$ cat src/rtl/uart_rx.sv
// 8N1 UART receiver: 2-flop synchronizer, 16x oversampling with a 3-sample
// majority vote, and a byte output on a valid/ready port.
//
// Handshake: valid stays high, and data stays stable, until a cycle with
// valid && ready. A byte that completes in that same cycle replaces the
// accepted one and valid stays high. A byte that completes while
// valid && !ready is dropped and overrun pulses for one cycle.
module uart_rx #(
  parameter int F_CLK   = 48_000_000,
  parameter int BAUD    = 115_200,
  parameter int OVS_DIV = F_CLK / (BAUD * 16)
) (
  input  logic       clk,
  input  logic       rst,
  input  logic       rxd,
  output logic [7:0] data,
  output logic       valid,
  input  logic       ready,
  output logic       frame_err,
  output logic       overrun,
  output logic       busy
);

  localparam int PW = (OVS_DIV < 2) ? 1 : $clog2(OVS_DIV);

  if (OVS_DIV < 2) begin : g_bad_div
    $error("uart_rx: OVS_DIV must be >= 2");
  end

  typedef enum logic [2:0] {
    IDLE      = 3'd0,
    START     = 3'd1,
    DATA      = 3'd2,
    STOP      = 3'd3,
    WAIT_HIGH = 3'd4
  } state_t;

  // state is kept as a plainly named register so checkers can bind to it
  state_t          state, state_next;
  logic            rx_meta, rx_s;
  logic [PW-1:0]   presc;
  logic [3:0]      cnt;
  logic [2:0]      bit_idx;
  logic [7:0]      shreg;
  logic            samp7, samp8;
  logic            tick, maj;
  logic            shift_en, bit_inc, deliver, ferr_set;

  assign tick = (presc == PW'(OVS_DIV - 1));
  // third vote is the live sample at the count-9 tick
  assign maj  = (samp7 & samp8) | (samp7 & rx_s) | (samp8 & rx_s);
  assign busy = (state != IDLE);

  // Synchronizer; both flops reset high so reset cannot look like a start edge
  always_ff @(posedge clk) begin
    if (rst) begin
      rx_meta <= 1'b1;
      rx_s    <= 1'b1;
    end else begin
      rx_meta <= rxd;
      rx_s    <= rx_meta;
    end
  end

  // State register
  always_ff @(posedge clk) begin
    if (rst) state <= IDLE;
    else     state <= state_next;
  end

  // Next-state logic and per-tick strobes for the datapath
  always_comb begin
    state_next = state;
    shift_en   = 1'b0;
    bit_inc    = 1'b0;
    deliver    = 1'b0;
    ferr_set   = 1'b0;
    case (state)
      IDLE: begin
        if (!rx_s) state_next = START;
      end
      START: begin
        if (tick) begin
          if (cnt == 4'd9 && maj) state_next = IDLE;   // too short: glitch
          else if (cnt == 4'd15)  state_next = DATA;
        end
      end
      DATA: begin
        if (tick) begin
          if (cnt == 4'd9) shift_en = 1'b1;
          if (cnt == 4'd15) begin
            if (bit_idx == 3'd7) state_next = STOP;
            else                 bit_inc    = 1'b1;
          end
        end
      end
      STOP: begin
        // decide mid stop bit so back-to-back frames are not missed
        if (tick && cnt == 4'd9) begin
          if (maj) begin
            deliver    = 1'b1;
            state_next = IDLE;
          end else begin
            ferr_set   = 1'b1;
            state_next = WAIT_HIGH;
          end
        end
      end
      WAIT_HIGH: begin
        if (rx_s) state_next = IDLE;
      end
      default: state_next = IDLE;
    endcase
  end

  // Prescaler and sample counter; held clear in IDLE so ticks align to the start edge
  always_ff @(posedge clk) begin
    if (rst) begin
      presc <= '0;
      cnt   <= '0;
      samp7 <= 1'b0;
      samp8 <= 1'b0;
    end else if (state == IDLE) begin
      presc <= '0;
      cnt   <= '0;
    end else if (tick) begin
      presc <= '0;
      cnt   <= cnt + 4'd1;
      if (cnt == 4'd7) samp7 <= rx_s;
      if (cnt == 4'd8) samp8 <= rx_s;
    end else begin
      presc <= presc + PW'(1);
    end
  end

  // Bit index and LSB-first shift register
  always_ff @(posedge clk) begin
    if (rst) begin
      bit_idx <= '0;
      shreg   <= '0;
    end else begin
      if (state == IDLE) bit_idx <= '0;
      else if (bit_inc)  bit_idx <= bit_idx + 3'd1;
      if (shift_en) shreg <= {maj, shreg[7:1]};
    end
  end

  // Output register, handshake and error pulses
  always_ff @(posedge clk) begin
    if (rst) begin
      data      <= '0;
      valid     <= 1'b0;
      frame_err <= 1'b0;
      overrun   <= 1'b0;
    end else begin
      frame_err <= ferr_set;
      overrun   <= 1'b0;
      if (deliver) begin
        if (valid && !ready) begin
          overrun <= 1'b1;
        end else begin
          data  <= shreg;
          valid <= 1'b1;
        end
      end else if (valid && ready) begin
        valid <= 1'b0;
      end
    end
  end

endmodule

$ cat config.mk
export PLATFORM = sky130hd
export DESIGN_NAME = uart_rx
export DESIGN_NICKNAME = d
export VERILOG_FILES = /design/src/rtl/uart_rx.sv
export SDC_FILE = /design/constraint.sdc
export NUM_CORES = 1
export LEC_CHECK = 0
export ABC_AREA = 1
export ABC_CLOCK_PERIOD_IN_PS = 1750
export CAP_MARGIN = 20
export CORE_ASPECT_RATIO = 0.5
export CORE_MARGIN = 3
export CORE_UTILIZATION = 50
export DETAILED_ROUTE_END_ITERATION = 6
export GPL_ROUTABILITY_DRIVEN = 1
export PLACE_DENSITY_LB_ADDON = 0.12
export SYNTH_ARGS = -nofsm -noshare
export SYNTH_HDL_FRONTEND = slang
export SYNTH_SLANG_ARGS = --single-unit
export TNS_END_PERCENT = 50
$ cat constraint.sdc
create_clock -name clk -period 1.75 [get_ports clk]
set_input_delay 0.2625 -clock clk [delete_from_list [all_inputs] [get_ports clk]]
set_output_delay 0.2625 -clock clk [all_outputs]
set_load 0.01 [all_outputs]
**Word level (Yosys, flattened, before mapping)**

Cells that the tools add are included.

- Bitwise operators: 10
- Eq/ne operators: 19
- Reduce and logical (&&, ||, !) cells: 17
- Multiplexer cells: 26
- Add/sub/neg operators: 3

Operator list:

| cell | number |
|---|---|
| $mux W3 | 10 |
| $ne A2 B2 Y1 const B | 8 |
| $mux W1 | 15 |
| $pmux W3 S5 | 1 |
| $eq A4 B4 Y1 const B | 3 |
| $reduce_and A8 Y1 | 1 |
| $eq A3 B2 Y1 const B | 2 |
| $eq A3 B3 Y1 const B | 2 |
| $reduce_and A3 Y1 | 2 |
| $reduce_or A3 Y1 | 2 |
| $add A5 B1 Y5 const B | 1 |
| $eq A5 B5 Y1 const B | 1 |
| $not A1 Y1 | 5 |
| $add A4 B1 Y4 const B | 1 |
| $eq A4 B3 Y1 const B | 1 |
| $logic_and A1 B1 Y1 | 4 |
| $reduce_and A2 Y1 | 2 |
| $reduce_or A2 Y1 | 2 |
| $add A3 B1 Y3 const B | 1 |
| $and A1 B1 Y1 | 3 |
| $eq A3 B1 Y1 const B | 1 |
| $logic_not A3 Y1 | 1 |
| $ne A3 B3 Y1 const B | 1 |
| $reduce_bool A3 Y1 | 1 |
| other kinds (3) | 4 |

- Input bits: 4
- Flip-flop bits (word level): 38

**Logic depth before layout (Yosys ltp)**

- Depth in word-level cells: 8
- Depth in mapped cells: 11
- Gate-level depth less buffers: 11

**Worst setup path before layout**

OpenSTA, ideal clock, no wires.

- Path type: register to register
- Start: reg presc[0]
- End: reg state[2]
- Stages on the path, launching flop included: 11
- Data required time: 1637 ps
- Clock period less this slack: 1420 ps
- Setup time: 113 ps
- Path buffers: 0
- Arrival: 1307 ps
- Setup slack: 330 ps
- Path through: dfxtp_1 ha_1 nand2_1 nor2_4 nand2_1 nand2_1 inv_1 nor2_1 nand3_1 nand2_1 nor2_1

- Longest elaborated chain between the ends: 4
- Elaborated cells between the ends (all ways): 6
- Classes of those cells: 4 x eq/ne; 2 x reduce/logical

Ends and longest elaborated chain:

| item | RTL line | RTL |
|---|---|---|
| from (decl) | 41 | `logic [PW-1:0] presc;` |
| from (signal assigned) | 132 | `presc <= presc + PW'(1);` |
| $eq A5 B5 Y1 (*) | 49 | `assign tick = (presc == PW'(OVS_DIV - 1));` |
| $logic_and A1 B1 Y1 | 99 | `if (tick && cnt == 4'd9) begin` |
| $ne A2 B2 Y1 (no line) | n/a |  |
| $reduce_and A8 Y1 (no line) (*) | n/a |  |
| to (signal assigned) | 68 | `else state <= state_next;` |
| to (decl) | 39 | `state_t state, state_next;` |

Every way passes the cells marked *; elsewhere a longest branch is shown, timed or not.
A chain may end at the register's enable or synchronous reset.

**Worst setup path after layout**

- Start: reg state[0]
- End: out busy

- Longest elaborated chain between the ends: 1

Ends and longest elaborated chain:

| item | RTL line | RTL |
|---|---|---|
| $reduce_bool A3 Y1 | 52 | `assign busy = (state != IDLE);` |
| to (decl) | 21 | `output logic busy` |

Every way passes these cells.

==> metrics.txt <==
Worst Tran Pin Value 0.331 ns; synthesized instance count around 230; layout filler cell count approximately 280; DRC 0; RSZ-0062 raised after global routing false; Post-Syn Area around 0.0017 mm2; IO Pins 16; Ant. Diodes 0; crit-path max FO 5; Pre-Repair DR Iteration Count 4; antenna violations before repair 0; sequential share of the synthesized area between 40 and 50%; clock buffer depth 2; Sequential Area approximately 760 um2; Sum Neg Setup Slack 0 ns; vias in the first global route 1,353; hold crit path type register to register; antenna-violating nets left 0; placed cells between 200 and 300; Max-Cap Viols 0; met1 usage about 23%; CTS tree done; HPWL after DPL roughly 2400 um; Overflow after GRT 0; clock slew at reported path FFs around 0.080 ns; area delta synth->final 21.4%; mean area per synthesized cell 7.63 um2; final instance area about 0.0021 mm2; commonest non-fill, non-tap cell in the layout nand2_1; worst IR drop on VDD between 0.6 and 0.7 mV; Yosys reg bits 38; DIE AREA about 0.0043 mm2; share of cells above drive strength 1 around 14%; startpoint types register; setup ws final ~0.095 ns; area of the multi-input gates approximately 870 um2; fmax 0.604 GHz; critical path data required time about 1.5 ns; pwr/cell area between 1000 and 1500 mW/mm2; first-pass GRT wire length 5870 um; WL/cell approximately 12 um; status complete, no violations; Layout Cells excl Fill ~300; clk_skew about 0.011 ns; Num CTS Buffers 5; DRT iter0 DRCs 46; Final period util a little over nine tenths; overall power 2.55 mW; clock period minus worst slack 1.65 ns; Hold Worst Slack around 0.42 ns; leakage about 0.84 nW; DR vias about 1,500; GR peak layer met2; Die Y roughly 48 um; pin count of the biggest net entering global routing 13; clock root buffer clkbuf_8; Max-slew headroom between 70% and 80%; Die X just under 90 um; library cells used by synthesis 24; Setup violations, final 0; type of destination of the critical path output port; Post-Route WL 3480 um; total track usage between 10% and 20%; Hold Fails Final Rpt 0; YS warnings 0; most frequent cells in the layout 45 x nand2_1, 36 x nor2_1, 36 x dfxtp_1, 23 x nand3_1, 20 x inv_1; core area roughly 0.0032 mm2; fin nets between 200 and 300; met3 usage about 6.9%; H-tree levels 2; port buffer count 15; placed cell area a little under 0.002 mm2; met2 Track Usage GR 31.0%; max-slew violations 0; Vias/cell 5.21; DP Worst Slack 0.142 ns; Crit Path Category register to output port; Post-Route Utilization between 60% and 70%; CTS sink count 38; worst-skew pair later-pin latency 0.29 ns; initial core utilization 55.2%; row cnt 14; GPL Wtd Cong 0.855; Synth Net Count 239; Crit path arrival time between 1 and 1.5 ns
[timing repair]
item                       4_1_cts  5_1_grt
setup buffers                    0        0
gates resized for setup          4        3
setup endpoints to repair        1        3
hold buffers                     0        0
[per-layer routing]
metal,vias up,share of wire (%)
li1,786,-
met1,705,45
met2,37,49
met3,4,5.7
met4,0,0.80
met5,-,0
[where the power goes]
group	switching, mW	internal [mW]	total (mW)
Sequential	0.0728	0.915	0.988
Clock	0.304	0.608	0.912
Combinational	0.429	0.221	0.650
Total	0.806	1.74	2.55
[Yosys cell counts, drive strengths merged]
master | number | area share [%]
nor4b | 1 | 0.50
clkbuf | 1 | 0.22
nand3 | 24 | 7.2
nand2 | 45 | 9.7
dfxtp | 38 | 44
xor2 | 2 | 1.0
nor2 | 43 | 11
or2 | 3 | 1.1
o2111ai | 1 | 1.5
o21ai | 15 | 4.3
inv | 24 | 5.2
nand4 | 1 | 1.2
buf | 2 | 1.5
nor3 | 6 | 2.7
a21oi | 15 | 4.3
ha | 7 | 5.0
[sequential cells by signal, summed over array words and instances, names as in the netlist]
signal     flops
bit_idx        3
cnt            4
data           8
frame_err      1
overrun        1
presc          5
rx_meta        1
rx_s           1
samp7          1
samp8          1
shreg          8
state          3
valid          1
[logic make-up (layout without fill, tap and decap cells)]
kind of cell	after synthesis	in the layout	share of synthesized area, %
xor+xnor	2	2	1.01
buf+inv	27	53	6.90
fa+ha+maj	7	7	5.03
compound gates	31	31	10.1
simple gates	123	123	33.2
flops	38	38	43.7
[critical path, stage by stage (launching register included)]
cell	delay (ns)
dfxtp_1	0.37
nor2_2	0.16
inv_1	0.10
nor2_4	0.11
inv_1	0.07
dlygate4sd2_1	0.29
[path summary, 6_finish.rpt]
kind              slack (ns)  startpoint       end  depth (start not counted)
setup reg to reg        0.17    presc[1]  state[2]                         11
hold reg to reg         0.42     rx_meta      rx_s                          1
hold / removal          0.42     rx_meta      rx_s                          1
setup / recovery         0.1    state[0]      busy                          5
[final cells by class]
cell class	count	share of cell area, %
multi-input cells	163	41.3
flip-flops and latches	38	36.1
repair buffers	21	9.18
inverters	24	4.27
clock buffers	6	3.91
clock inverters	2	2.84
well taps	40	2.37
No activity file was read; power rests on OpenSTA's default activity.
